===== config.mk =====
export PLATFORM = sky130hd
export DESIGN_NAME = snn_load_tx
export DESIGN_NICKNAME = d
export VERILOG_FILES = /design/src/rtl/snn_load_tx.sv
export SDC_FILE = /design/constraint.sdc
export NUM_CORES = 1
export LEC_CHECK = 0
export BUFFER_PORTS_ARGS = -buffer_cell sky130_fd_sc_hd__buf_2
export CORE_ASPECT_RATIO = 0.75
export CORE_MARGIN = 2
export CORE_UTILIZATION = 56
export CTS_BUF_LIST = sky130_fd_sc_hd__clkbuf_4 sky130_fd_sc_hd__clkbuf_8 sky130_fd_sc_hd__clkbuf_16
export DETAILED_ROUTE_END_ITERATION = 12
export GPL_ROUTABILITY_DRIVEN = 1
export MAX_ROUTING_LAYER = met4
export PLACE_DENSITY = 0.8
export SYNTH_ARGS = -nofsm -noshare
export SYNTH_HDL_FRONTEND = slang
export SYNTH_SLANG_ARGS = --single-unit

===== constraint.sdc =====
create_clock -name clk -period 3.1 [get_ports clk]
set_clock_uncertainty 0.1 [all_clocks]
set_input_delay 0.465 -clock clk [delete_from_list [all_inputs] [get_ports clk]]
set_output_delay 0.465 -clock clk [all_outputs]
set_load 0.02 [all_outputs]

===== src/rtl/snn_load_tx.sv =====
// Host-side transmitter for the SNN_NoC load protocol: sends load_start, filter words, then per-timestep ifmap words.
// Optional macro SNN_LOAD_TX_ACK_SYNC_EN adds 2-flop synchronizers on every inbound ack/req.
module snn_load_tx #(
   parameter int FILT_N = 25,
   parameter int IFM_N  = 625,
   parameter int NUM_TS = 10,
   parameter int AW     = 10,
   parameter int DW     = 8,
   parameter int MAW    = 14
) (
   input  logic           clk,
   input  logic           reset,
   input  logic           go,
   output logic           busy,
   output logic           run_done,
   output logic           mem_rd,
   output logic [MAW-1:0] mem_addr,
   input  logic [DW-1:0]  mem_rdata,
   output logic           ls_req,
   input  logic           ls_ack,
   output logic [AW-1:0]  fa_data,
   output logic           fa_req,
   input  logic           fa_ack,
   output logic [DW-1:0]  fd_data,
   output logic           fd_req,
   input  logic           fd_ack,
   output logic [3:0]     ts_data,
   output logic           ts_req,
   input  logic           ts_ack,
   output logic [AW-1:0]  ia_data,
   output logic           ia_req,
   input  logic           ia_ack,
   output logic [DW-1:0]  id_data,
   output logic           id_req,
   input  logic           id_ack,
   input  logic           ld_req,
   output logic           ld_ack
);

   localparam int IW = $clog2(FILT_N + 1);
   localparam int JW = $clog2(IFM_N + 1);
   localparam int TW = $clog2(NUM_TS + 1);

   typedef enum logic [3:0] {
      S_IDLE, S_LS_SEND, S_F_FETCH, S_F_CAP, S_F_SEND, S_TS_SEND,
      S_I_FETCH, S_I_CAP, S_I_SEND, S_LD_WAIT, S_DONE
   } state_t;

   // Per-channel handshake progress: ARM waits for ack low, REQ holds req, REL waits for ack low again.
   typedef enum logic [1:0] {PH_ARM, PH_REQ, PH_REL, PH_FIN} phase_t;

   state_t         state, state_n;
   phase_t         pa, pa_n, pb, pb_n;
   logic [IW-1:0]  i_q, i_n;
   logic [JW-1:0]  j_q, j_n;
   logic [TW-1:0]  t_q, t_n;
   logic [MAW-1:0] addr_q, addr_n;
   logic           ack_a, ack_b, pair, send_st, tok_done;

   logic [6:0] in_raw, in_s;
   assign in_raw = {ld_req, id_ack, ia_ack, ts_ack, fd_ack, fa_ack, ls_ack};

`ifdef SNN_LOAD_TX_ACK_SYNC_EN
   logic [6:0] sync1, sync2;
   always_ff @(posedge clk or posedge reset) begin
      if (reset) begin
         sync1 <= '0;
         sync2 <= '0;
      end else begin
         sync1 <= in_raw;
         sync2 <= sync1;
      end
   end
   assign in_s = sync2;
`else
   assign in_s = in_raw;
`endif

   assign mem_addr = addr_q;

   always_comb begin
      state_n  = state;
      pa_n     = pa;
      pb_n     = pb;
      i_n      = i_q;
      j_n      = j_q;
      t_n      = t_q;
      addr_n   = addr_q;
      ack_a    = 1'b0;
      ack_b    = 1'b0;
      pair     = 1'b0;
      tok_done = 1'b0;
      case (state)
         S_LS_SEND: ack_a = in_s[0];
         S_F_SEND: begin
            ack_a = in_s[1];
            ack_b = in_s[2];
            pair  = 1'b1;
         end
         S_TS_SEND: ack_a = in_s[3];
         S_I_SEND: begin
            ack_a = in_s[4];
            ack_b = in_s[5];
            pair  = 1'b1;
         end
         default: ;
      endcase
      send_st = (state == S_LS_SEND) || (state == S_F_SEND) ||
                (state == S_TS_SEND) || (state == S_I_SEND);

      if (send_st) begin
         if (pa == PH_ARM) begin
            // Both reqs of a pair rise together, and only once every ack is seen low.
            if (!ack_a && !(pair && ack_b)) begin
               pa_n = PH_REQ;
               pb_n = pair ? PH_REQ : PH_FIN;
            end
         end else begin
            if (pa == PH_REQ && ack_a)  pa_n = PH_REL;
            if (pa == PH_REL && !ack_a) pa_n = PH_FIN;
            if (pb == PH_REQ && ack_b)  pb_n = PH_REL;
            if (pb == PH_REL && !ack_b) pb_n = PH_FIN;
         end
         tok_done = (pa == PH_FIN) && (pb == PH_FIN);
         if (tok_done) begin
            pa_n = PH_ARM;
            pb_n = PH_ARM;
         end
      end

      case (state)
         S_IDLE: begin
            if (go) begin
               state_n = S_LS_SEND;
               i_n     = '0;
               j_n     = '0;
               t_n     = '0;
               addr_n  = '0;
            end
         end
         S_LS_SEND: if (tok_done) begin
            state_n = S_F_FETCH;
            i_n     = '0;
         end
         S_F_FETCH: begin
            state_n = S_F_CAP;
            addr_n  = addr_q + MAW'(1);
         end
         S_F_CAP: state_n = S_F_SEND;
         S_F_SEND: if (tok_done) begin
            if (32'(i_q) + 1 < FILT_N) begin
               i_n     = i_q + IW'(1);
               state_n = S_F_FETCH;
            end else begin
               t_n     = '0;
               state_n = S_TS_SEND;
            end
         end
         S_TS_SEND: if (tok_done) begin
            j_n     = '0;
            state_n = S_I_FETCH;
         end
         S_I_FETCH: begin
            state_n = S_I_CAP;
            addr_n  = addr_q + MAW'(1);
         end
         S_I_CAP: state_n = S_I_SEND;
         S_I_SEND: if (tok_done) begin
            if (32'(j_q) + 1 < IFM_N) begin
               j_n     = j_q + JW'(1);
               state_n = S_I_FETCH;
            end else begin
               state_n = S_LD_WAIT;
            end
         end
         S_LD_WAIT: begin
            // Receiver side: ack follows req, completion on the falling req.
            if (pa == PH_ARM && in_s[6]) begin
               pa_n = PH_REQ;
            end else if (pa == PH_REQ && !in_s[6]) begin
               pa_n = PH_ARM;
               pb_n = PH_ARM;
               if (32'(t_q) + 1 < NUM_TS) begin
                  t_n     = t_q + TW'(1);
                  state_n = S_TS_SEND;
               end else begin
                  state_n = S_DONE;
               end
            end
         end
         S_DONE: state_n = S_IDLE;
         default: state_n = S_IDLE;
      endcase
   end

   always_ff @(posedge clk or posedge reset) begin
      if (reset) begin
         state    <= S_IDLE;
         pa       <= PH_ARM;
         pb       <= PH_ARM;
         i_q      <= '0;
         j_q      <= '0;
         t_q      <= '0;
         addr_q   <= '0;
         busy     <= 1'b0;
         run_done <= 1'b0;
         mem_rd   <= 1'b0;
         ls_req   <= 1'b0;
         fa_req   <= 1'b0;
         fd_req   <= 1'b0;
         ts_req   <= 1'b0;
         ia_req   <= 1'b0;
         id_req   <= 1'b0;
         ld_ack   <= 1'b0;
         fa_data  <= '0;
         fd_data  <= '0;
         ts_data  <= '0;
         ia_data  <= '0;
         id_data  <= '0;
      end else begin
         state    <= state_n;
         pa       <= pa_n;
         pb       <= pb_n;
         i_q      <= i_n;
         j_q      <= j_n;
         t_q      <= t_n;
         addr_q   <= addr_n;
         busy     <= (state_n != S_IDLE) && (state_n != S_DONE);
         run_done <= (state_n == S_DONE);
         mem_rd   <= (state_n == S_F_FETCH) || (state_n == S_I_FETCH);
         ls_req   <= (state_n == S_LS_SEND) && (pa_n == PH_REQ);
         fa_req   <= (state_n == S_F_SEND)  && (pa_n == PH_REQ);
         fd_req   <= (state_n == S_F_SEND)  && (pb_n == PH_REQ);
         ts_req   <= (state_n == S_TS_SEND) && (pa_n == PH_REQ);
         ia_req   <= (state_n == S_I_SEND)  && (pa_n == PH_REQ);
         id_req   <= (state_n == S_I_SEND)  && (pb_n == PH_REQ);
         ld_ack   <= (state_n == S_LD_WAIT) && (pa_n == PH_REQ);
         // Data lands one cycle before the earliest possible req rise and holds through the token.
         if (state == S_F_CAP) begin
            fa_data <= AW'(i_q);
            fd_data <= mem_rdata;
         end
         if (state == S_I_CAP) begin
            ia_data <= AW'(j_q);
            id_data <= DW'(mem_rdata[0]);
         end
         if (state_n == S_TS_SEND && state != S_TS_SEND) ts_data <= 4'(t_n);
      end
   end

endmodule


==> flow_summary.json, run 1 <==
{
  "status": "finished clean",
  "antenna_found_initial": 0,
  "drv_cap": 0,
  "synth_xor_area_frac": 0.007993,
  "async_flop_share": 1.000,
  "layout_min_cycle_time_ns": 2.843,
  "cts-htree-levels": 3,
  "remaining_drc_errors": 0,
  "vias_per_cell": 6.116,
  "max_stage_delay_ns": 0.78,
  "io_buffers": 69,
  "netlist_instances": 457,
  "fp.dieH_um": 80.62,
  "cts_made_buffers": 9,
  "slew_viol_final": 0,
  "seq_area_mm2": 0.001977,
  "path_buf_inv": 0,
  "cts_sinks": 79,
  "ys_ff_latch": 79,
  "place.gp.congestion": 0.9778,
  "clock_path_buffers": 2,
  "drtPass1Iterations": 5,
  "synth_compound_area_frac": 0.1607,
  "fin_area_mm2": 0.004991,
  "path_cells": "nor2b_1, o21ai_0, o221ai_1, nor3_1, nor4b_2",
  "synth.lib_cells_used.distinct": 73,
  "p_leak_nw": 2.370,
  "multi_input_area_mm2": 0.002223,
  "nNetsFinal": 547,
  "grt_pass1_vias": 3634,
  "reg2reg_depth": 5,
  "r2r_slack_ns": 0.26,
  "dominantRegCellSynth": "dfrtp_1",
  "ys_seq_area_frac": 0.4510,
  "synth-edff-count": 0,
  "cts_root_buffer": "clkbuf_8",
  "rsz0062_at_grt": "false",
  "synthAdderAreaFrac": 0.01142,
  "fin_tns_setup_ns": 0,
  "mostFrequentLayoutCells": "dfrtp_1 (79), buf_2 (69), nand2_1 (54)",
  "end_kind": "flip-flop",
  "critPathMaxFanout": 24,
  "antenna_left": 0,
  "drive_above_1_share": 0.2585,
  "via_count": 3859,
  "die_w_um": 106.2,
  "synth_top_family_by_area": "simple AND/OR/NAND/NOR gates",
  "wl_per_cell_um": 16.79,
  "relSlewSlack": 0.4771,
  "drtIter0Drc": 583,
  "cp-start-kind": "flip-flop",
  "r2r-start": "state[2]$_DFF_PP0_",
  "rows": 27,
  "n_antenna_cell": 0,
  "die_area_mm2": 0.008558,
  "core_mm2": 0.007466,
  "cp.arrival_ns": 2.97,
  "setup_viol": 0,
  "postCtsSetupBuffers": 0,
  "fillers": 601,
  "grt_max_degree": 45,
  "required_ns": 3.23,
  "synthMuxAreaShare": 0.09135,
  "powerDensity_mw_per_mm2": 752.4,
  "tightest_slew_ns": 0.7832,
  "cp_top_family": "simple AND/OR/NAND/NOR gates",
  "area_delta_synth_final_pct": 13.87,
  "synth_area_mm2": 0.004383,
  "avgSynthCellArea_um2": 9.591,
  "start_util": 0.5871,
  "final_common_cell": "dfrtp_1",
  "ys_warn_count": 0,
  "grt_usage": 0.2719,
  "cts_tree": "built",
  "critPathLaunch": "state[2]$_DFF_PP0_",
  "vdd_drop_max_uv": 406.5,
  "period_share": 0.9172,
  "min_path_type": "input pin to asynchronous set/reset pin",
  "post_dp_cell_area_mm2": 0.004787,
  "reg2reg_to": "id_req$_DFF_PP0_",
  "worst-setup-path-type": "flip-flop to flip-flop",
  "slowest_stage": "dfrtp_1",
  "clk_pin_slew_ns": 0.08,
  "hold_viol": 0,
  "yosys.area_share.simple": 0.2241,
  "io_pins": 82,
  "clock_latency_ns": 0.35,
  "grt_pass1_wl_mm": 17.77,
  "dp_hpwl_mm": 7.711,
  "max_freq_mhz": 351.7,
  "wl_mm": 10.60,
  "grt_overflow": 0
}
## Yosys cell counts (6+ instances only)
cell type   n  area share
nand2_1    54       0.046
buf_4      15       0.026
mux2i_1    13       0.030
buf_2      10       0.011
a21oi_1    22       0.025
o21ai_0    29       0.033
nand2b_1    7       0.010
nor3_1     20       0.023
nand3_1    16       0.018
dfrtp_1    79        0.45
inv_1      11      0.0094
mux2_2     24       0.062
clkbuf_1    6      0.0051
nor2_1     31       0.027
and3_1      7       0.010
## per-layer routing
metal / vias up / wire [um] / part of all wire / global-route usage
li1: 1787 / - / - / -
met1: 1833 / 4754 / 0.45 / 0.3926
met2: 219 / 4587 / 0.43 / 0.3769
met3: 20 / 1081 / 0.10 / 0.07386
met4: 0 / 171 / 0.016 / 0.07368
met5: - / 0 / 0 / -
## timing repair
action	4_1_cts	5_1_grt
endpoints found under the setup margin	0	1
hold buffers	0	0
resized for setup	0	1
## worst register-to-register path, delay by kind of cell, from the launching register on
kind	cells	cell delay, ns
compound gates	2	0.85
simple gates	3	1.01
flops	1	0.78
## state kept, by name (all words and copies together), names as in the netlist, 2 cells and up
| signal | flops |
|---|---|
| fa_data | 5 |
| fd_data | 8 |
| i_q | 5 |
| ia_data | 10 |
| j_q | 10 |
| mem_addr | 14 |
| pa | 2 |
| pb | 2 |
| state | 4 |
| t_q | 4 |
| ts_data | 4 |
## power breakdown
part / switching [mW] / leakage, nW / internal [mW]
Sequential: 0.268 / 1.05 / 1.24
Clock: 0.362 / 0.0964 / 0.390
Combinational: 0.915 / 1.22 / 0.580
Total: 1.55 / 2.37 / 2.21
## stage by stage
| step | util | hold WS, ns | power [mW] | instances | setup WS [ns] |
|---|---|---|---|---|---|
| floorplan | - | 0.3921 | 2.544 | 468 | 0.5116 |
| global placement | 0.6412 | 0.3583 | 2.932 | 615 | 0.2418 |
| detailed placement | 0.6412 | 0.3730 | 2.981 | 615 | 0.2317 |
| CTS | 0.6677 | 0.1689 | 3.754 | 631 | 0.1606 |
| global route | 0.6685 | 0.2125 | 4.005 | 631 | 0.1139 |
| finish | 0.6685 | 0.1512 | 3.755 | 631 | 0.2567 |
## cell families after synthesis
logic type | after synthesis
xor gates and xnor gates | 4
other | 1
adders and majority gates | 4
and+or+nand+nor | 185
muxes | 37
AOI/OAI and AO/OA | 104
buffers and inverters | 43
DFF | 79
## cell type report
cell class | instances | share of cell area
multi-input combinational | 346 | 0.4455
sequential | 79 | 0.3961
clock buffer | 11 | 0.02783
inverter | 11 | 0.008273
tap | 101 | 0.02532
timing repair buffer | 78 | 0.08523
clock inverter | 5 | 0.01178
## worst max-delay path by stage
stage	endpoint	slack, ns	cells after the start
after floorplan	busy$_DFF_PP0_	0.51	1
after global placement	id_req$_DFF_PP0_	0.24	7
after detailed placement	id_req$_DFF_PP0_	0.23	7
after CTS	id_req$_DFF_PP0_	0.16	7
after global routing	id_req$_DFF_PP0_	0.11	7
final	id_req$_DFF_PP0_	0.26	5
(Power assumes the default switching activity.)
==> inputs of run 2 (changes only) <==
- PLACE_DENSITY: 0.8 -> unset
- PLACE_DENSITY_LB_ADDON: unset -> 0.2
- clock period: 3.1 -> 2.8 ns (I/O delays scaled with it)
==> run 2 against run 1 <==
Clock power up 38%. Utilization up 1.5 points. Flip-flop and latch count unchanged. Total power up 18%. Non-clock buffer count up 9. Combinational power up 17%. Count of clock-buffer cells in the layout down 1. Critical endpoint is now j_q[2]$_DFFE_PP0P_. Largest cell class unchanged.
==> flow_summary.json, run 2 (synthesis gave the netlist of run 1 again) <==
{
  "r2r-start": "j_q[0]$_DFFE_PP0P_",
  "mostFrequentLayoutCells": "dfrtp_1 (79), buf_2 (69), nand2_1 (54)",
  "area_delta_synth_final_pct": 16.44,
  "max_freq_mhz": 377.9,
  "io_pins": 82,
  "rows": 27,
  "n_antenna_cell": 0,
  "fillers": 617,
  "grt_overflow": 0,
  "dp_hpwl_mm": 8.061,
  "place.gp.congestion": 1.005,
  "reg2reg_depth": 7,
  "core_mm2": 0.007466,
  "seq_area_mm2": 0.001977,
  "die_w_um": 106.2,
  "critPathMaxFanout": 8,
  "tightest_slew_ns": 0.6884,
  "cts-htree-levels": 3,
  "drv_cap": 0,
  "drtIter0Drc": 428,
  "grt_pass1_vias": 3625,
  "end_kind": "flip-flop",
  "stdcell_count": 639,
  "rsz0062_at_grt": "false",
  "grt_max_degree": 32,
  "slowest_stage": "a222oi_1",
  "setup_viol": 0,
  "fp.dieH_um": 80.62,
  "r2r_slack_ns": 0.15,
  "hold_buffers": 0,
  "die_area_mm2": 0.008558,
  "fin_tns_setup_ns": 0,
  "vdd_drop_max_uv": 518.4,
  "path_cells": "ha_1, and4_2, o21ai_0, a222oi_1, o21a_2, nor3_2, a311o_1",
  "reg2reg_to": "j_q[2]$_DFFE_PP0P_",
  "largest_reg_flops": 14,
  "antenna_found_initial": 0,
  "grt_usage": 0.2770,
  "worst-setup-path-type": "flip-flop to flip-flop",
  "cts_tree": "built",
  "clk_pin_slew_ns": 0.08,
  "p_leak_nw": 2.438,
  "status": "finished clean",
  "nNetsFinal": 556,
  "dp.cells": 624,
  "drtPass1Iterations": 6,
  "grt_pass1_wl_mm": 17.95,
  "vias_per_cell": 6.108,
  "powerDensity_mw_per_mm2": 866.4,
  "layout_min_cycle_time_ns": 2.646,
  "final_common_cell": "dfrtp_1",
  "required_ns": 2.95,
  "min_path_type": "input pin to asynchronous set/reset pin",
  "cts_made_buffers": 9,
  "slew_viol_final": 0,
  "cp.arrival_ns": 2.79,
  "start_util": 0.5871,
  "drive_above_1_share": 0.2732,
  "multi_input_area_mm2": 0.002235,
  "via_count": 3903,
  "wl_mm": 10.87,
  "period_share": 0.9451,
  "remaining_drc_errors": 0,
  "cts_root_buffer": "clkbuf_8",
  "clock_path_buffers": 2,
  "wl_per_cell_um": 17.01,
  "antenna_left": 0,
  "hold_viol": 0,
  "cp-start-kind": "flip-flop",
  "clock_latency_ns": 0.36,
  "fin_util": 0.6836,
  "max_stage_delay_ns": 0.53,
  "cts_sinks": 79,
  "relSlewSlack": 0.5396,
  "io_buffers": 69
}
[run 2: metal layers]
metal	vias to the layer above	part of all wire	track usage
met5	-	0	-
met4	0	0.0085	0.06579
met3	11	0.10	0.07305
met2	222	0.43	0.3929
met1	1863	0.46	0.3972
li1	1807	-	-
[run 2: where the power goes]
part | internal, mW | switching (mW)
logic | 0.679 | 1.07
clock network | 0.613 | 0.423
registers | 1.37 | 0.261
total | 2.67 | 1.76
[run 2: cell type report]
type	instances	area share
clock buffer	10	0.02697
clock inverter	5	0.02084
inverter	11	0.008090
multi-input combinational	346	0.4379
sequential	79	0.3874
tap	101	0.02476
timing repair buffer	87	0.09414
[run 2: critical path, delay by kind of cell, from the launching register on]
family | cells | cell delay (ns)
AO/OA/AOI/OAI | 4 | 1.27
adder cells (fa/ha/maj) | 1 | 0.32
flip-flops | 1 | 0.49
AND/OR/NAND/NOR | 2 | 0.35
[run 2: worst max-delay path by stage]
| stage | start | endpoint | slack, ns |
|---|---|---|---|
| after detailed placement | j_q[1]$_DFFE_PP0P_ | j_q[2]$_DFFE_PP0P_ | 0.19 |
| after global routing | j_q[0]$_DFFE_PP0P_ | ls_req$_DFF_PP0_ | 0.02 |
| final | j_q[0]$_DFFE_PP0P_ | j_q[2]$_DFFE_PP0P_ | 0.15 |
| after CTS | j_q[0]$_DFFE_PP0P_ | j_q[2]$_DFFE_PP0P_ | 0.16 |
| after floorplan | reset | busy$_DFF_PP0_ | 0.26 |
| after global placement | j_q[1]$_DFFE_PP0P_ | j_q[2]$_DFFE_PP0P_ | 0.29 |
[run 2: repair_timing]
item                       CTS  global route
buffers inserted             0             0
gates resized for setup      0             4
setup endpoints to repair    0             4
[run 2: metrics by stage]
| stage | total power, mW | setup WS (ns) | hold WS (ns) | instance area [um2] |
|---|---|---|---|---|
| 2_1_floorplan | 2.816 | 0.2566 | 0.3921 | 4424 |
| 3_3_place_gp | 3.295 | 0.2885 | 0.3543 | 4842 |
| 3_5_place_dp | 3.356 | 0.1894 | 0.3744 | 4842 |
| 4_1_cts | 4.400 | 0.1608 | 0.03885 | 5086 |
| 5_1_grt | 4.699 | 0.02130 | 0.05854 | 5104 |
| 6_report | 4.422 | 0.1538 | 0.02656 | 5104 |
